$ cat config.mk
export PLATFORM = sky130hd
export DESIGN_NAME = tlc_phase_scheduler
export DESIGN_NICKNAME = d
export VERILOG_FILES = /design/src/rtl/tlc_phase_scheduler.sv
export SDC_FILE = /design/constraint.sdc
export NUM_CORES = 1
export LEC_CHECK = 0
export ABC_CLOCK_PERIOD_IN_PS = 8500
export BUFFER_PORTS_ARGS = -buffer_cell sky130_fd_sc_hd__clkbuf_2
export CORE_ASPECT_RATIO = 0.7
export CORE_UTILIZATION = 55
export CTS_CLUSTER_DIAMETER = 120
export CTS_CLUSTER_SIZE = 20
export DETAILED_ROUTE_END_ITERATION = 8
export PLACE_DENSITY = 0.84
export SLEW_MARGIN = 20
export SYNTH_ARGS = -nofsm -noshare
export SYNTH_HDL_FRONTEND = slang
export SYNTH_SLANG_ARGS = --single-unit
$ cat constraint.sdc
create_clock -name clk -period 8.5 [get_ports clk]
set_input_delay 1.275 -clock clk [delete_from_list [all_inputs] [get_ports clk]]
set_output_delay 1.275 -clock clk [all_outputs]
set_load 0.01 [all_outputs]
$ cat src/rtl/tlc_phase_scheduler.sv
// tlc_phase_scheduler: round-robin GREEN->YELLOW->ALLRED scheduler for a 4-approach intersection.
// Optional emergency preemption (preempt/preempt_id ports) is built when TLC_PREEMPT_EN is defined.
module tlc_phase_scheduler #(
  parameter int         N_APPR  = 4,
  parameter int         TW      = 8,
  parameter logic [1:0] HOME_ID = 2'd0
) (
  input  logic                  clk,
  input  logic                  rst_n,
  input  logic                  ena,
  input  logic                  tick,
  input  logic [N_APPR-1:0]     req,
`ifdef TLC_PREEMPT_EN
  input  logic                  preempt,
  input  logic [1:0]            preempt_id,
`endif
  input  logic [TW-1:0]         green_ticks,
  input  logic [TW-1:0]         yel_ticks,
  input  logic [TW-1:0]         allred_ticks,
  output logic [3*N_APPR-1:0]   lights,
  output logic [1:0]            active_id,
  output logic [1:0]            phase,
  output logic [N_APPR-1:0]     pending
);
  typedef enum logic [1:0] {GREEN = 2'b00, YELLOW = 2'b01, ALLRED = 2'b10} phase_t;
  localparam logic [11:0] L_HOME = (12'o4444 & ~(12'o7 << 3*HOME_ID)) | (12'o1 << 3*HOME_ID);
  phase_t phase_q, phase_d;
  logic [1:0] active_q, active_d, target_q, target_d, sel, pre_id;
  logic [TW-1:0] timer_q, timer_d, dur_q, dur_d;
  logic [N_APPR-1:0] pending_q, pending_d, others, green_mask;
  logic [11:0] lights_q, lights_d;
  logic step, done, enter, pre_go, pre_hold, retarget;

  function automatic logic [TW-1:0] clamp(input logic [TW-1:0] d);
    return d == '0 ? TW'(1) : d;
  endfunction

`ifdef TLC_PREEMPT_EN
  assign pre_id   = preempt_id;
  assign pre_go   = preempt && phase_q == GREEN && active_q != preempt_id;
  assign pre_hold = preempt && phase_q == GREEN && active_q == preempt_id;
  assign retarget = preempt && phase_q != GREEN;
`else
  assign pre_id   = 2'd0;
  assign pre_go   = 1'b0;
  assign pre_hold = 1'b0;
  assign retarget = 1'b0;
`endif

  // Timer saturates at the sampled duration so an extended green stays expired.
  assign step       = ena && tick && timer_q != dur_q;
  assign done       = timer_q == dur_q || (step && timer_q + TW'(1) == dur_q);
  assign others     = pending_q & ~(4'b1 << active_q);
  assign green_mask = phase_q == GREEN ? 4'b1 << active_q : 4'b0;

  always_comb begin
    sel = HOME_ID;
    for (int i = 3; i >= 1; i--) if (others[active_q + 2'(i)]) sel = active_q + 2'(i);
  end

  always_ff @(posedge clk) begin
    if (!rst_n) begin
      phase_q   <= GREEN;
      active_q  <= HOME_ID;
      target_q  <= HOME_ID;
      timer_q   <= '0;
      dur_q     <= clamp(green_ticks);
      pending_q <= '0;
      lights_q  <= L_HOME;
    end else begin
      phase_q   <= phase_d;
      active_q  <= active_d;
      target_q  <= target_d;
      timer_q   <= timer_d;
      dur_q     <= dur_d;
      pending_q <= pending_d;
      lights_q  <= lights_d;
    end
  end

  always_comb begin
    phase_d  = phase_q;
    active_d = active_q;
    target_d = retarget ? pre_id : target_q;
    if (ena) begin
      if (phase_q == GREEN) begin
        if (pre_go) begin
          phase_d  = YELLOW;
          target_d = pre_id;
        end else if (!pre_hold && done && (|others || active_q != HOME_ID)) begin
          phase_d  = YELLOW;
          target_d = sel;
        end
      end else if (done) begin
        phase_d  = phase_q == YELLOW ? ALLRED : GREEN;
        active_d = phase_q == YELLOW ? active_q : target_d;
      end
    end
    enter     = phase_d != phase_q;
    timer_d   = enter ? '0 : step ? timer_q + TW'(1) : timer_q;
    dur_d     = enter ? clamp(phase_d == GREEN ? green_ticks : phase_d == YELLOW ? yel_ticks : allred_ticks) : dur_q;
    // A request arriving on the edge its approach turns green is already being served.
    pending_d = (pending_q | (req & ~green_mask)) & ~(enter && phase_d == GREEN ? 4'b1 << active_d : 4'b0);
  end

  always_comb begin
    lights_d = {4{3'b100}};
    if (phase_d != ALLRED) lights_d[3*active_d +: 3] = phase_d == GREEN ? 3'b001 : 3'b010;
  end

  assign lights    = lights_q;
  assign active_id = active_q;
  assign phase     = phase_q;
  assign pending   = pending_q;
endmodule

==> run summary, run 1 <==
DRC: 0
core area: 4040 sq um
CP Capture Type: flop
CP required: 8.56 ns
hpwl dp: 4410 microns
Root Driver: clkbuf_8
top-area cell type share of the netlist area: 25.1%
number of global-route vias before repair: 1900
CTS tree: built
period utilization: 44.1%
RSZ-0062 raised after global routing: no
flops & latches, synth: 38
DIE AREA: 4630 sq um
clk buf depth: 2
Setup CP Type: reg2reg
Post-synth EDFFs: 8
Comb pwr share: 11.6%
crit-path cells: ha_1, nand3_1, or3_1, a211oi_2, a41oi_4, nand2b_1, mux2i_1, a221oi_1, a22oi_1, a31o_1
Hold Crit Class: reg2reg
initial antenna violation count: 0
Area growth, synth to finish: 17.0%
filler-free cell count of the finished design: 365
syn avg cell area: 9.15 sq um
placed cells: 357
Vias/cell: 5.94
Final #Nets: 356
Initial Util: 59.3%
post-cts resize count: 0
1st-pass router iterations: 5
H-tree levels: 2
critical path fanouts, max: 18
Clock transition at path regs: 0.08 ns
final setup vio count: 0
Antenna diodes: 0
port buffer count: 51
Netlist cell types: 51
syn nets: 306
largest net degree at the start of global routing: 19
# clock sinks: 38
worst slew pin tran: 0.635 ns
Primary FF master, synth: dfxtp_1
grt total ovfl: 0
fmax: 267 MHz
leakage power: 1.24 nW
insertion delay to the later sink of the worst-skew pair: 0.31 ns
post-route antenna net violation count: 0
maximum vdd drop: 122 uV
setup bufs post-CTS: 0
Hold Vio Cnt, Final: 0
final max-slew violation count: 0
crit path launch type: flop
outcome: finished clean
pwr dens: 146 nW/um^2
via count: 2168
floorplan row count: 19
Int Pwr: 0.000305 W
total CTS buffers: 5
Arr. time, crit path: 3.81 ns
clock power share: 41.0%
largest area contributor in the netlist: dfxtp_1
chip height: 57.2 microns
Util after Layout: 69.3%
Async SR Flop Fraction: 0%
first-pass GRT wire length: 9470 microns
hold bufs inserted after CTS: 0
GPL Wtd Cong: 0.893
Max-Cap Viols: 0
share of cells above drive strength 1: 27.2%
Yosys warnings: 0
Post-Syn Instances: 262
min Tclk post-route: 3.75 ns
Sw Share: 25.3%
Cell Area, Synth: 2400 sq um
net switching power: 0.000103 W
slew margin rel.: 57.5%
Seq pwr share: 47.4%
CP max stage delay: 0.47 ns
GRT Util Overall: 27.5%
initial DRC count: 195
register area share after synthesis: 35.1%
largest cells by area after synthesis: dfxtp_1 25%, edfxtp_1 10%, ha_1 6.3%
post-route clock skew: 0.0179 ns
setup TNS: 0 ns
Total Wirelength: 6000 microns
Crit-path slowest cell: dfxtp_1
die width: 80.9 microns
Routed wire per std cell: 16.4 microns
top-level I/O count: 52
-- critical path: cells and delay by family (launching register included) --
family,cells,cell delay (ns)
AOI/OAI and AO/OA,5,1.47
and+or+nand+nor,3,1.07
DFF,1,0.47
adders and majority gates,1,0.30
muxes,1,0.19
-- cells in the mapped netlist, drive strengths merged, types with 2 or more instances --
cell type and count:
a211oi 6, a21o 2, a21oi 13, a221oi 2, a22oi 2, a31o 2, and3 2, buf 5
clkbuf 4, dfxtp 30, edfxtp 8, ha 12, inv 9, mux2 16, mux2i 12, nand2 14
nand2b 5, nand3 11, nand3b 2, nand4 4, nor2 36, nor2b 4, nor3 7, nor4 3
o211ai 3, o21ai 11, o22ai 4, or2 3, or3 2, xnor2 9, xor2 10
-- layer usage --
layer	wire, microns	GRT usage (%)
met5	0	0
met4	56	6.38
met3	445	7.84
met2	2530	36.9
met1	2960	42.9
-- state kept, by name (all words and copies together), names as in the netlist --
| name | count |
|---|---|
| phase | 2 |
| pending | 4 |
| timer_q | 8 |
| active_id | 2 |
| target_q | 2 |
| lights | 12 |
| dur_q | 8 |
-- placed cells by master (no fill, tap or decap), types with 3 or more instances in the layout --
cell type  count
o22ai_1        4
inv_1          9
nand2_1       14
a21oi_1       13
nor2b_1        4
nor2_1        36
dfxtp_1       30
mux2i_1       10
nand4_1        4
xnor2_1        9
clkbuf_8       5
a211oi_1       5
mux2_2        13
xor2_1        10
clkbuf_2      51
nor3_1         7
nand3_1       11
o211ai_1       3
ha_1          12
o21ai_0        9
nand2b_1       5
edfxtp_1       8
-- cells by family after synthesis --
kind of cell,count (synthesis),synth area share (%)
simple gates,96,19.7
xor+xnor,19,6.95
compound gates,49,14.3
fa+ha+maj,12,6.27
buf+inv,19,3.60
mux,29,14.1
flops,38,35.1
-- layout make-up --
| class | count | area, sq um |
|---|---|---|
| flip-flops and latches | 38 | 841 |
| clock buffers | 7 | 119 |
| multi-input cells | 205 | 1470 |
| clock inverters | 1 | 8.76 |
| fillers | 329 | 1240 |
| repair buffers | 52 | 263 |
| well taps | 52 | 65.1 |
| inverters | 10 | 37.5 |
-- worst paths after layout --
path	start	to	slack [ns]	depth (start not counted)
worst max-delay path	timer_q[0]	dur_q[0]	4.75	10
worst min-delay path	target_q[1]	target_q[1]	0.47	2
worst max register to register	timer_q[0]	dur_q[0]	4.75	10
worst min register to register	target_q[1]	target_q[1]	0.47	2
-- power groups by stage --
| stage | clock (W) | combinational [W] | sequential (W) |
|---|---|---|---|
| floorplan | 0 | 0.0000283 | 0.000197 |
| global placement | 0 | 0.0000447 | 0.000197 |
| detailed placement | 0 | 0.0000459 | 0.000198 |
| CTS | 0.000167 | 0.0000466 | 0.000193 |
| global route | 0.000175 | 0.0000509 | 0.000194 |
| finish | 0.000167 | 0.0000473 | 0.000194 |
-- through the flow --
stage	hold slack (ns)	power (W)	setup WS, ns	instance area (sq um)
after global routing	0.501	0.000420	4.52	2800
after floorplan	0.431	0.000225	5.16	2400
after CTS	0.471	0.000407	4.77	2800
final	0.475	0.000408	4.75	2800
after global placement	0.455	0.000242	4.85	2680
after detailed placement	0.458	0.000244	4.72	2680
Note: power is estimated with default switching activity, not from simulation.
==> run 2, diff against run 1 <==
- ABC_CLOCK_PERIOD_IN_PS: 8500 -> 3200
- CORE_UTILIZATION: 55 -> 49
- PLACE_DENSITY: 0.84 -> 0.79
- clock period: 8.5 -> 3.2 ns (I/O delays scaled with it)
==> run 2 against run 1 <==
  * Final cell count grew 3.0%
  * Hold slack better by 0.0078 ns
  * Core utilization down 6.0 points
  * Global-route usage shrank 3.5 points
  * Via count is 0.65% lower
==> run summary, run 2 (same netlist as run 1, synthesis figures left out) <==
Initial Util: 53.2%
H-tree levels: 2
Arr. time, crit path: 3.20 ns
total CTS buffers: 5
core area: 4500 sq um
slew margin rel.: 61.1%
hold bufs inserted after CTS: 0
outcome: finished clean
CTS tree: built
Final #Nets: 364
via count: 2154
first-pass GRT wire length: 9510 microns
min-delay src: target_q[1]
overall power: 0.000993 W
crit path launch type: flop
number of global-route vias before repair: 1962
post-route antenna net violation count: 0
register area: 843 sq um
chip height: 60.5 microns
worst r2r path cells: 12
r2r setup slk: 0.17 ns
initial DRC count: 165
initial antenna violation count: 0
commonest non-fill, non-tap cells in the layout: 51 x clkbuf_2, 36 x nor2_1, 28 x dfxtp_1
period utilization: 94.6%
GPL Wtd Cong: 0.959
filler-free cell count of the finished design: 376
1st-pass router iterations: 7
largest net degree at the start of global routing: 17
leakage power: 1.25 nW
insertion delay to the later sink of the worst-skew pair: 0.30 ns
Multi-input gate area: 1480 sq um
# clock sinks: 38
Hold Path Sink: target_q[1]
final max-slew violation count: 0
DIE AREA: 5180 sq um
Area growth, synth to finish: 19.0%
pwr dens: 348 nW/um^2
RSZ-0062 raised after global routing: no
setup TNS: 0 ns
Hold Vio Cnt, Final: 0
worst slew pin tran: 0.582 ns
fmax: 330 MHz
Largest register FFs: 12
min Tclk post-route: 3.03 ns
maximum vdd drop: 180 uV
top-level I/O count: 52
CP Capture Type: flop
worst hold margin: 0.483 ns
placed cells: 368
Highest Signal Layer: met4
floorplan row count: 20
grt total ovfl: 0
clk buf depth: 2
metal3 WL: 458 microns
Total Wirelength: 5770 microns
most common cell after layout, fill and taps aside: clkbuf_2
Routed wire per std cell: 15.4 microns
port buffer count: 51
Clock transition at path regs: 0.08 ns
met2 wire len: 2320 microns
Vias/cell: 5.73
Antenna diodes: 0
DRC: 0
M1 wire length: 2850 microns
Setup CP Type: reg2reg
post-route clock skew: 0.00716 ns
Root Driver: clkbuf_8
final setup vio count: 0
die width: 85.6 microns
Hold Crit Class: reg2reg
share of cells above drive strength 1: 30.5%
GRT Util Overall: 24.0%
Max-Cap Viols: 0
RR Startpoint: timer_q[0]
CP required: 3.37 ns
WHS Path Cells: 2
hpwl dp: 4380 microns
critical path fanouts, max: 15
Fillers: 381
r2r endpoint: dur_q[0]
run 2: cell types whose count changed in the layout (fill, tap and decap cells not counted), sizes merged:
cell / change
buf: +8
clkbuf: -1
inv: +1
run 2: metal layers:
metal / global-route usage, % / vias up
met2: 34.9 / 99
met3: 4.90 / 17
met1: 35.1 / 989
met5: 0 / -
met4: 10.0 / 0
li1: - / 1049
run 2: final cells by class:
class / count / area share [%]
tap: 55 / 2.41
timing repair buffer: 60 / 11.5
inverter: 10 / 1.32
clock inverter: 2 / 0.395
sequential: 38 / 29.6
multi-input combinational: 205 / 52.0
clock buffer: 6 / 2.90
run 2: worst max path at each step:
stage / startpoint / end / depth (start not counted)
4_1_cts: timer_q[0] / dur_q[0] / 12
6_report: timer_q[0] / dur_q[0] / 12
2_1_floorplan: timer_q[0] / lights[6] / 13
3_3_place_gp: timer_q[0] / dur_q[0] / 12
5_1_grt: timer_q[0] / dur_q[0] / 12
3_5_place_dp: timer_q[0] / dur_q[0] / 10
run 2: worst max-delay path: stages (launching register included):
cell and delay, ns:
dfxtp_2 0.39, ha_2 0.25, nand3_1 0.11, or3_1 0.40, a211oi_2 0.26, a41oi_4 0.18
buf_6 0.20, mux2i_2 0.21, buf_4 0.17, mux2i_1 0.17, a21oi_1 0.13, nor4_2 0.29
a31o_1 0.16
run 2: repair_timing:
action | 4_1_cts | 5_1_grt
buffers inserted | 0 | 0
endpoints found under the setup margin | 0 | 12
hold endpoints to repair | 0 | 0
resized for setup | 0 | 6
run 2: metrics by stage:
step | worst slack (ns) | utilization (%) | cell area (sq um)
final | 0.174 | 63.3 | 2850
after global routing | 0.00981 | 63.3 | 2850
after CTS | 0.000156 | 63.0 | 2840
after detailed placement | 0.0348 | 60.9 | 2740
after floorplan | 0.0405 | - | 2400
after global placement | 0.182 | 60.9 | 2740
run 2: where the power goes:
part | switching, W | internal, W | total (W)
Clock | 0.000179 | 0.000174 | 0.000352
Combinational | 0.0000662 | 0.0000583 | 0.000125
Sequential | 0.0000128 | 0.000503 | 0.000516
==> run 3, diff against run 2 <==
- ABC_AREA: default -> 1
==> run 3 against run 2 <==
  * Critical path depth is 4 higher
  * Hold slack better by 0.014 ns
  * Power is 6.1% higher
  * Clock-buffer cell count is 1 higher
  * First-iteration DRC count is 28% higher
  * Clock skew is 0.0020 ns lower
  * Final cell count is 15% higher
  * Combinational power is 10% lower
  * Final area is 3.8% lower
  * Global-route usage is 2.0 points lower
  * Non-clock buffer count is 6 lower
  * Critical endpoint is now lights[6]
==> run summary, run 3 <==
outcome: finished clean
min Tclk post-route: 2.87 ns
placed cells: 426
slew margin rel.: 72.2%
hold bufs inserted after CTS: 0
RR Startpoint: timer_q[0]
Initial Util: 52.1%
largest cells by area after synthesis: dfxtp_1 26%, nand2_1 11%, edfxtp_1 10%
Netlist cell types: 31
total CTS buffers: 5
DIE AREA: 4960 sq um
critical path fanouts, max: 8
Post-Syn Instances: 322
setup TNS: 0 ns
Post-synth EDFFs: 8
GPL Wtd Cong: 0.874
syn nets: 366
Antenna diodes: 0
Area growth, synth to finish: 19.6%
Fillers: 391
WP depth: 16
Largest register FFs: 12
Max-Cap Viols: 0
pwr dens: 384 nW/um^2
syn avg cell area: 7.12 sq um
Yosys warnings: 0
number of global-route vias before repair: 1848
port buffer count: 51
top-area cell type share of the netlist area: 26.2%
GRT Util Overall: 22.0%
Hold Vio Cnt, Final: 0
Vias/cell: 5.07
post-synthesis compound-gate area fraction: 9.82%
Hold Crit Class: reg2reg
crit path launch type: flop
top-count cell post-synth: nand2_1
worst slew pin tran: 0.417 ns
RSZ-0062 raised after global routing: no
Crit-path slowest cell: dfxtp_1
Clock transition at path regs: 0.08 ns
Async SR Flop Fraction: 0%
# clock sinks: 38
insertion delay to the later sink of the worst-skew pair: 0.29 ns
setup bufs post-CTS: 0
chip height: 59.2 microns
crit-path cells: ha_1, nand3_1, inv_1, nand2_1, nand3b_1, nand2_1, nor2_1, nand3_1, nand2_2, nand3_4, o21ai_0, inv_1, ha_1, inv_1, nand3_1, nor3_1
worst r2r path cells: 16
register area share after synthesis: 36.7%
grt total ovfl: 0
fmax: 349 MHz
top-level I/O count: 52
CP Capture Type: flop
clk buf depth: 2
largest area contributor in the netlist: dfxtp_1
die width: 83.8 microns
Total Wirelength: 5360 microns
first-pass GRT wire length: 8440 microns
leakage power: 1.33 nW
r2r setup slk: 0.33 ns
Routed wire per std cell: 12.4 microns
r2r endpoint: lights[6]
final max-slew violation count: 0
maximum vdd drop: 233 uV
crit-path leading delay family: simple AND/OR/NAND/NOR gates
period utilization: 89.6%
share of cells above drive strength 1: 20.8%
most frequent cells after synthesis: 68 x nand2_1, 52 x inv_1, 33 x nor2_1
hpwl dp: 4100 microns
floorplan row count: 20
initial DRC count: 211
flops & latches, synth: 38
Post-Synth Simple-Gate Area: 32.7%
Root Driver: clkbuf_8
1st-pass router iterations: 4
post-route antenna net violation count: 0
worst hold margin: 0.497 ns
final setup vio count: 0
H-tree levels: 2
commonest non-fill, non-tap cells in the layout: 68 x nand2_1, 51 x inv_1, 51 x clkbuf_2
post-cts resize count: 0
crit path from: timer_q[0]
core area: 4400 sq um
CTS tree: built
initial antenna violation count: 0
mux contribution to synthesized area: 0%
DRC: 0
largest family of logic cells by synthesized area: simple AND/OR/NAND/NOR gates
Setup CP Type: reg2reg
post-route clock skew: 0.00513 ns
filler-free cell count of the finished design: 434
Cell Area, Synth: 2290 sq um
Post-Synth Adder-Cell Area: 6.55%
Arr. time, crit path: 3.09 ns
CP max stage delay: 0.43 ns
Primary FF master, synth: dfxtp_1
most common cell after layout, fill and taps aside: nand2_1
crit path capture: lights[6]
via count: 2202
CP required: 3.42 ns
largest net degree at the start of global routing: 17
WP buf/inv: 3
Final #Nets: 422
post-synthesis xor/xnor area fraction: 4.20%
[run 3: cell count changes after synthesis, moves of 4 or more]
| cell | before | now |
|---|---|---|
| mux2_2 | 13 | 0 |
| mux2i_1 | 10 | 0 |
| o22ai_1 | 4 | 0 |
| nor2b_1 | 4 | 0 |
| a211oi_1 | 5 | 1 |
| nand3_1 | 11 | 32 |
| xor2_1 | 10 | 3 |
| nand2b_1 | 5 | 0 |
| o21ai_0 | 9 | 23 |
| nand2_1 | 14 | 68 |
| inv_1 | 9 | 52 |
[run 3: metal layers]
layer  up-vias  part of all wire [%]  GRT usage [%]
li1       1143                     -              -
met1       970                    50           31.2
met2        81                    42           32.6
met3         8                   6.7           5.15
met4         0                   1.4           8.96
met5         -                     0              0
[run 3: power breakdown]
part	switching, W	internal, W	total [W]
Clock	0.000180	0.000250	0.000429
Combinational	0.0000651	0.0000466	0.000112
Sequential	0.00000992	0.000503	0.000513
[run 3: stage by stage]
step | setup WS (ns) | area, sq um | utilization [%] | total power (W)
detailed placement | 0.240 | 2610 | 59.3 | 0.000634
global route | 0.0149 | 2740 | 62.3 | 0.00110
floorplan | 0.373 | 2290 | - | 0.000590
CTS | 0.201 | 2740 | 62.2 | 0.00106
finish | 0.331 | 2740 | 62.3 | 0.00105
global placement | 0.323 | 2610 | 59.3 | 0.000631
[run 3: cell families after synthesis]
family,Yosys count
buffers and inverters,59
XOR/XNOR,11
adder cells (fa/ha/maj),12
AND/OR/NAND/NOR,161
flip-flops,38
AO/OA/AOI/OAI,41
[run 3: area by class of cell]
cell class / count / area (sq um) / share of cell area, %
inverter: 54 / 203 / 7.39
multi-input combinational: 225 / 1230 / 44.7
sequential: 38 / 841 / 30.6
tap: 55 / 68.8 / 2.51
clock inverter: 1 / 8.76 / 0.319
clock buffer: 7 / 119 / 4.33
timing repair buffer: 54 / 278 / 10.1
[run 3: worst min-delay path by stage]
stage	start	end	slack, ns	cells past startpoint
final	target_q[0]	target_q[0]	0.50	2
after global routing	target_q[0]	target_q[0]	0.51	2
after CTS	target_q[0]	target_q[0]	0.49	2
after detailed placement	target_q[0]	target_q[0]	0.48	2
after global placement	target_q[0]	target_q[0]	0.48	2
after floorplan	target_q[0]	target_q[0]	0.42	2
[run 3: worst reg2reg max path, stage by stage (launching register included)]
cell      delay (ns)
dfxtp_1         0.43
ha_1            0.23
nand3_1         0.14
inv_1           0.08
nand2_1         0.07
nand3b_1        0.10
nand2_1         0.05
nor2_1          0.09
nand3_1         0.10
nand2_2         0.15
nand3_4         0.14
o21ai_0         0.26
inv_1           0.18
ha_1            0.38
inv_1           0.11
nand3_1         0.11
nor3_1          0.18
